--- config.mk ---
export PLATFORM = sky130hd
export DESIGN_NAME = trig_type_lv1b_multi
export DESIGN_NICKNAME = d
export VERILOG_FILES = /design/src/rtl/trig_type_lv1b_multi.sv
export SDC_FILE = /design/constraint.sdc
export NUM_CORES = 1
export LEC_CHECK = 0
export ABC_AREA = 1
export BUFFER_PORTS_ARGS = -buffer_cell sky130_fd_sc_hd__buf_2
export CAP_MARGIN = 20
export CORE_MARGIN = 1
export CORE_UTILIZATION = 53
export DETAILED_ROUTE_END_ITERATION = 7
export MAX_ROUTING_LAYER = met4
export PLACE_DENSITY = 0.76
export SETUP_SLACK_MARGIN = 0.2
export SLEW_MARGIN = 20
export SYNTH_ARGS = -nofsm -noshare
export SYNTH_HDL_FRONTEND = slang
export SYNTH_SLANG_ARGS = --single-unit
--- constraint.sdc ---
create_clock -name clk -period 3.8 [get_ports clk]
set_input_delay 0.95 -clock clk [delete_from_list [all_inputs] [get_ports clk]]
set_output_delay 0.95 -clock clk [all_outputs]
set_load 0.02 [all_outputs]
--- src/rtl/trig_type_lv1b_multi.sv ---
// Parallel LV1B trigger-type evaluation: per-type cluster mask, enable, p-of-q prescaler and saturating counters.
// Latency 1 cycle (all outputs registered); no backpressure, every qualifying cycle is evaluated.
module trig_type_lv1b_multi #(
    parameter int N_TYPE     = 4,
    parameter int NCLUS_W    = 4,
    parameter int NCLUS_MAX  = 9,
    parameter int PRESCALE_W = 16,
    parameter int CNT_W      = 32
) (
    input  logic                         clk,
    input  logic                         rst_n,
    input  logic                         in_live,
    input  logic                         in_ena,
    input  logic                         in_lv1a,
    input  logic                         in_lv1b_req,
    input  logic [NCLUS_W-1:0]           in_nclus,
    input  logic [N_TYPE*(NCLUS_MAX+1)-1:0] user_nclus,
    input  logic [N_TYPE*PRESCALE_W-1:0] user_prescale_p,
    input  logic [N_TYPE*PRESCALE_W-1:0] user_prescale_q,
    input  logic [N_TYPE-1:0]            user_ena,
    output logic [N_TYPE-1:0]            out_lv1b_raw,
    output logic [N_TYPE-1:0]            out_lv1b_scaled,
    output logic                         out_any_scaled,
    output logic [3:0]                   out_type_id,
    output logic [N_TYPE*CNT_W-1:0]      raw_cnt,
    output logic [N_TYPE*CNT_W-1:0]      scaled_cnt
);

    localparam int NCLUS_TOT = NCLUS_MAX + 1;
    localparam int IDX_W     = (NCLUS_TOT < 2) ? 1 : $clog2(NCLUS_TOT);

    logic                                r_pre_live;
    logic [N_TYPE-1:0][PRESCALE_W-1:0]   r_pcnt;
    logic [N_TYPE-1:0][CNT_W-1:0]        r_raw_cnt;
    logic [N_TYPE-1:0][CNT_W-1:0]        r_scl_cnt;
    logic [N_TYPE-1:0]                   r_raw;
    logic [N_TYPE-1:0]                   r_scaled;
    logic                                r_any;
    logic [3:0]                          r_type_id;

    logic                                w_run_start;
    logic [IDX_W-1:0]                    w_idx;
    logic [N_TYPE-1:0]                   w_qual;
    logic [N_TYPE-1:0]                   w_scaled;
    logic [N_TYPE-1:0][PRESCALE_W-1:0]   w_pcnt_nxt;
    logic [N_TYPE-1:0][CNT_W-1:0]        w_raw_nxt;
    logic [N_TYPE-1:0][CNT_W-1:0]        w_scl_nxt;
    logic [3:0]                          w_type_id;

    assign w_run_start = in_live & ~r_pre_live;
    assign w_idx       = (in_nclus > NCLUS_W'(NCLUS_MAX)) ? IDX_W'(NCLUS_MAX) : IDX_W'(in_nclus);

    for (genvar g = 0; g < N_TYPE; g++) begin : g_type
        logic [NCLUS_TOT-1:0]  w_mask;
        logic [PRESCALE_W-1:0] w_p;
        logic [PRESCALE_W-1:0] w_q;
        logic [PRESCALE_W-1:0] w_q_eff;
        logic [PRESCALE_W-1:0] w_pcnt_cur;
        logic [CNT_W-1:0]      w_raw_cur;
        logic [CNT_W-1:0]      w_scl_cur;

        assign w_mask  = user_nclus[g*NCLUS_TOT +: NCLUS_TOT];
        assign w_p     = user_prescale_p[g*PRESCALE_W +: PRESCALE_W];
        assign w_q     = user_prescale_q[g*PRESCALE_W +: PRESCALE_W];
        assign w_q_eff = (w_q == '0) ? PRESCALE_W'(1) : w_q;

        // A run start zeroes state before this cycle's trigger is evaluated.
        assign w_pcnt_cur = w_run_start ? '0 : r_pcnt[g];
        assign w_raw_cur  = w_run_start ? '0 : r_raw_cnt[g];
        assign w_scl_cur  = w_run_start ? '0 : r_scl_cnt[g];

        assign w_qual[g]   = in_ena & user_ena[g] & in_lv1b_req & in_lv1a & w_mask[w_idx];
        assign w_scaled[g] = w_qual[g] & (w_pcnt_cur < w_p);

        // ">=" rather than "==" so a q shrunk mid-run wraps instead of running away.
        assign w_pcnt_nxt[g] = !w_qual[g] ? w_pcnt_cur :
                               (w_pcnt_cur >= w_q_eff - PRESCALE_W'(1)) ? '0 :
                               w_pcnt_cur + PRESCALE_W'(1);

        assign w_raw_nxt[g] = (!w_qual[g] || w_raw_cur == '1) ? w_raw_cur : w_raw_cur + CNT_W'(1);
        assign w_scl_nxt[g] = (!w_scaled[g] || w_scl_cur == '1) ? w_scl_cur : w_scl_cur + CNT_W'(1);
    end

    always_comb begin
        w_type_id = '0;
        for (int i = N_TYPE - 1; i >= 0; i--) begin
            if (w_scaled[i]) w_type_id = 4'(i);
        end
    end

    always_ff @(posedge clk) begin
        if (!rst_n) begin
            r_pre_live <= 1'b0;
            r_pcnt     <= '0;
            r_raw_cnt  <= '0;
            r_scl_cnt  <= '0;
            r_raw      <= '0;
            r_scaled   <= '0;
            r_any      <= 1'b0;
            r_type_id  <= '0;
        end else begin
            r_pre_live <= in_live;
            r_pcnt     <= w_pcnt_nxt;
            r_raw_cnt  <= w_raw_nxt;
            r_scl_cnt  <= w_scl_nxt;
            r_raw      <= w_qual;
            r_scaled   <= w_scaled;
            r_any      <= |w_scaled;
            r_type_id  <= w_type_id;
        end
    end

    assign out_lv1b_raw    = r_raw;
    assign out_lv1b_scaled = r_scaled;
    assign out_any_scaled  = r_any;
    assign out_type_id     = r_type_id;
    assign raw_cnt         = r_raw_cnt;
    assign scaled_cnt      = r_scl_cnt;

endmodule

==> impl_metrics.csv <==
group,metric,value,unit
global_routing,antenna_found_initial,1,
synth,ys.flop_type,"dfxtp_1",
timing,skew,0.01914,ns
synth,synth_top_family_by_area,"simple AND/OR/NAND/NOR gates",
setup_path,slowest_delay,0.26,ns
timing,slew_viol_final,0,
timing,period_share,0.8765,
power,leakagePower,0.01472,uW
worst_hold_path,min_path_type,"flop to flop",
routing,drtPass1Iterations,6,
synth,synth_area_leader_cell,"dfxtp_1",
floorplan,core_area,51410,um^2
routing,wire_per_inst,15.26,um
synth,ys_seq_elements,332,
timing,rsz0062_at_grt,"no",
setup_path,critPathMaxFanout,5,
synth,synth_common_cells,"nand2_1 (1,372), nor2_1 (724), inv_1 (543)",
final_layout,nFillCells,4989,
routing,antenna_left,0,
clock_tree,cts_tree,"yes",
setup_path,cp_top_family,"simple AND/OR/NAND/NOR gates",
flow_run,maxCapViolCount,0,
final_layout,drive_above_1_share,0.1568,
floorplan,pin_count,451,
placement,dp.cells,5731,
timing,fmax,300.2,MHz
setup_path,slowest_stage,"ha_1",
routing,drc,0,
routing,routed_wl,88670,um
synth,synthMuxAreaShare,0,
floorplan,die_w,230.3,um
setup_path,cp.arrival,3.82,ns
synth,synth-compound-area-share,0.07766,
synth,synthXorXnorAreaFrac,0.07734,
setup_path,critPathKind,"primary input to flop",
placement,place_congestion,0.9921,
synth,yosys_warnings,0,
clock_tree,cts_made_buffers,41,
synth,syn_avg_cell_area,5.963,um^2
global_routing,overflow,0,
timing,relSlewSlack,0.5284,
global_routing,first_global_vias,28130,
floorplan,dieHeight,230.3,um
synth,synth_top_area_share,0.2405,
power,fin_total_pwr,8653,uW
global_routing,track_usage,0.3352,
final_layout,syn_to_final_growth,18.28,%
final_layout,final_nets,5418,
clock_tree,cts_hold_buf,0,
synth,synth-edff-count,0,
global_routing,grt_first_pass_wirelength,142800,um
status,status,"finished clean",
power,p_per_area,264.8,nW/um^2
synth,synth-simple-area-share,0.4282,
placement,post-dp-hpwl,67290,um
floorplan,die-area,53050,um^2
setup_path,worst-path-buf-inv,7,
timing,setup_viol_count_final,0,
setup_path,cp.depth,26,
synth,ys_seq_area_frac,0.2405,
routing,viasPerCell,5.327,
clock_tree,htree_levels,2,
timing,tightest_slew,0.7074,ns
setup_path,crit_path_end_kind,"flop",
synth,syn_area,27630,um^2
synth,yosysMostFrequentCell,"nand2_1",
final_layout,final_cells,5809,
clock_tree,clock_sink_count,332,
clock_tree,clk_latency,0.58,ns
synth,netlist_top_cells_area,"dfxtp_1 (24%), nand2_1 (19%), nor2_1 (9.8%), inv_1 (7.4%), ha_1 (6.3%)",
routing,vias,30940,
clock_tree,clock-root-buffer,"clkbuf_16",
global_routing,grt_max_degree,104,
placement,port_buffers,448,
synth,ys_types,44,
clock_tree,clk_pin_slew_worst_paths,0.06,ns
floorplan,rows,83,
setup_path,worstSetupStartpointType,"primary input",
timing,min_period,3.331,ns
timing,hold_violations,0,
synth,async_reset_ff_frac,0,
setup_path,crit_required,4.29,ns
synth,postSynthCellCount,4634,
power,ir_drop,0.2838,mV
synth,synth_fa_ha_area_frac,0.06340,
clock_tree,cts_max_path_buffers,3,
setup_path,reg2reg_depth,14,
floorplan,initial_core_util,0.5375,
worst_hold_path,holdPathStages,2,
routing,drt_iter0_drc,2811,
area by class of cell:
type                       instances  area [um^2]  share of cell area
sequential                       332         6646              0.2034
inverter                         564         2125             0.06501
tap                              680        850.8             0.02603
clock buffer                      52         1200             0.03672
clock inverter                    23        312.8            0.009571
antenna                            1        2.502          0.00007657
multi-input combinational       3573        18020              0.5513
timing repair buffer             584         3526              0.1079
cell usage in the layout, fill, tap and decap left out, types with 115 or more instances in the layout:
| cell | instances |
|---|---|
| inv_1 | 543 |
| buf_2 | 448 |
| nand2_1 | 1367 |
| a21oi_1 | 346 |
| buf_4 | 115 |
| ha_1 | 139 |
| nand3_1 | 269 |
| xor2_1 | 175 |
| nor2_1 | 723 |
| dfxtp_1 | 332 |
| nand4_1 | 159 |
routing by layer:
layer	GRT usage	wire length, um	part of all wire	vias to the layer above
met5	-	0	0	-
met1	0.4486	39930	0.45	14010
li1	-	-	-	15650
met2	0.5216	39290	0.44	1122
met3	0.04390	6612	0.075	160
met4	0.1051	2827	0.032	0
path summary, 6_finish.rpt:
| check | startpoint | endpoint | slack [ns] |
|---|---|---|---|
| worst max-delay path | user_prescale_q[57] | r_pcnt[60]$_SDFF_PN0_ | 0.47 |
| worst min-delay path | raw_cnt[95]$_SDFF_PN0_ | raw_cnt[95]$_SDFF_PN0_ | 0.52 |
| worst max register to register | r_pre_live$_SDFF_PN0_ | out_type_id[1]$_SDFF_PP0_ | 0.80 |
| worst min register to register | raw_cnt[95]$_SDFF_PN0_ | raw_cnt[95]$_SDFF_PN0_ | 0.52 |
flip-flops by register name, summed over array words and instances (netlist names):
signal / count
r_pre_live: 1
out_lv1b_scaled: 4
out_any_scaled: 1
raw_cnt: 128
r_pcnt: 64
out_lv1b_raw: 4
out_type_id: 2
scaled_cnt: 128
timing repair:
item | CTS | global route
endpoints found under the setup margin | 0 | 39
resized for setup | 0 | 8
buffers inserted | 0 | 1
worst register-to-register path: stages (launching register included):
cell and delay (ns):
dfxtp_1 0.39, inv_2 0.08, nand2_8 0.24, nand2_1 0.21
inv_1 0.16, ha_1 0.27, a21oi_1 0.16, nor2_1 0.06
a211oi_1 0.17, nand2_1 0.11, nand2_1 0.47, nand2_1 0.32
nand2_1 0.15, nand2_1 0.06, nor2_1 0.10
cells by family after synthesis:
kind of cell / Yosys count
DFF: 332
xor gates and xnor gates: 244
and+or+nand+nor: 2769
other: 1
AOI/OAI and AO/OA: 417
adders and majority gates: 140
buffers and inverters: 731
through the flow:
step	utilization	TNS, ns	hold WS, ns	setup slack (ns)	area [um^2]
global placement	0.6053	-0.008178	0.4980	-0.008178	31110
finish	0.6358	0	0.5246	0.4693	32680
CTS	0.6347	0	0.5141	0.4480	32630
detailed placement	0.6053	-3.215	0.5105	-0.1455	31110
floorplan	-	0	0.4782	0.1941	27720
global route	0.6358	0	0.5540	0.1993	32680
report_power, final:
part	switching (uW)	internal, uW
Sequential	4.51	3490
Clock	1710	2720
Combinational	470	261
Total	2190	6470
Note: power is estimated with default switching activity, not from simulation.
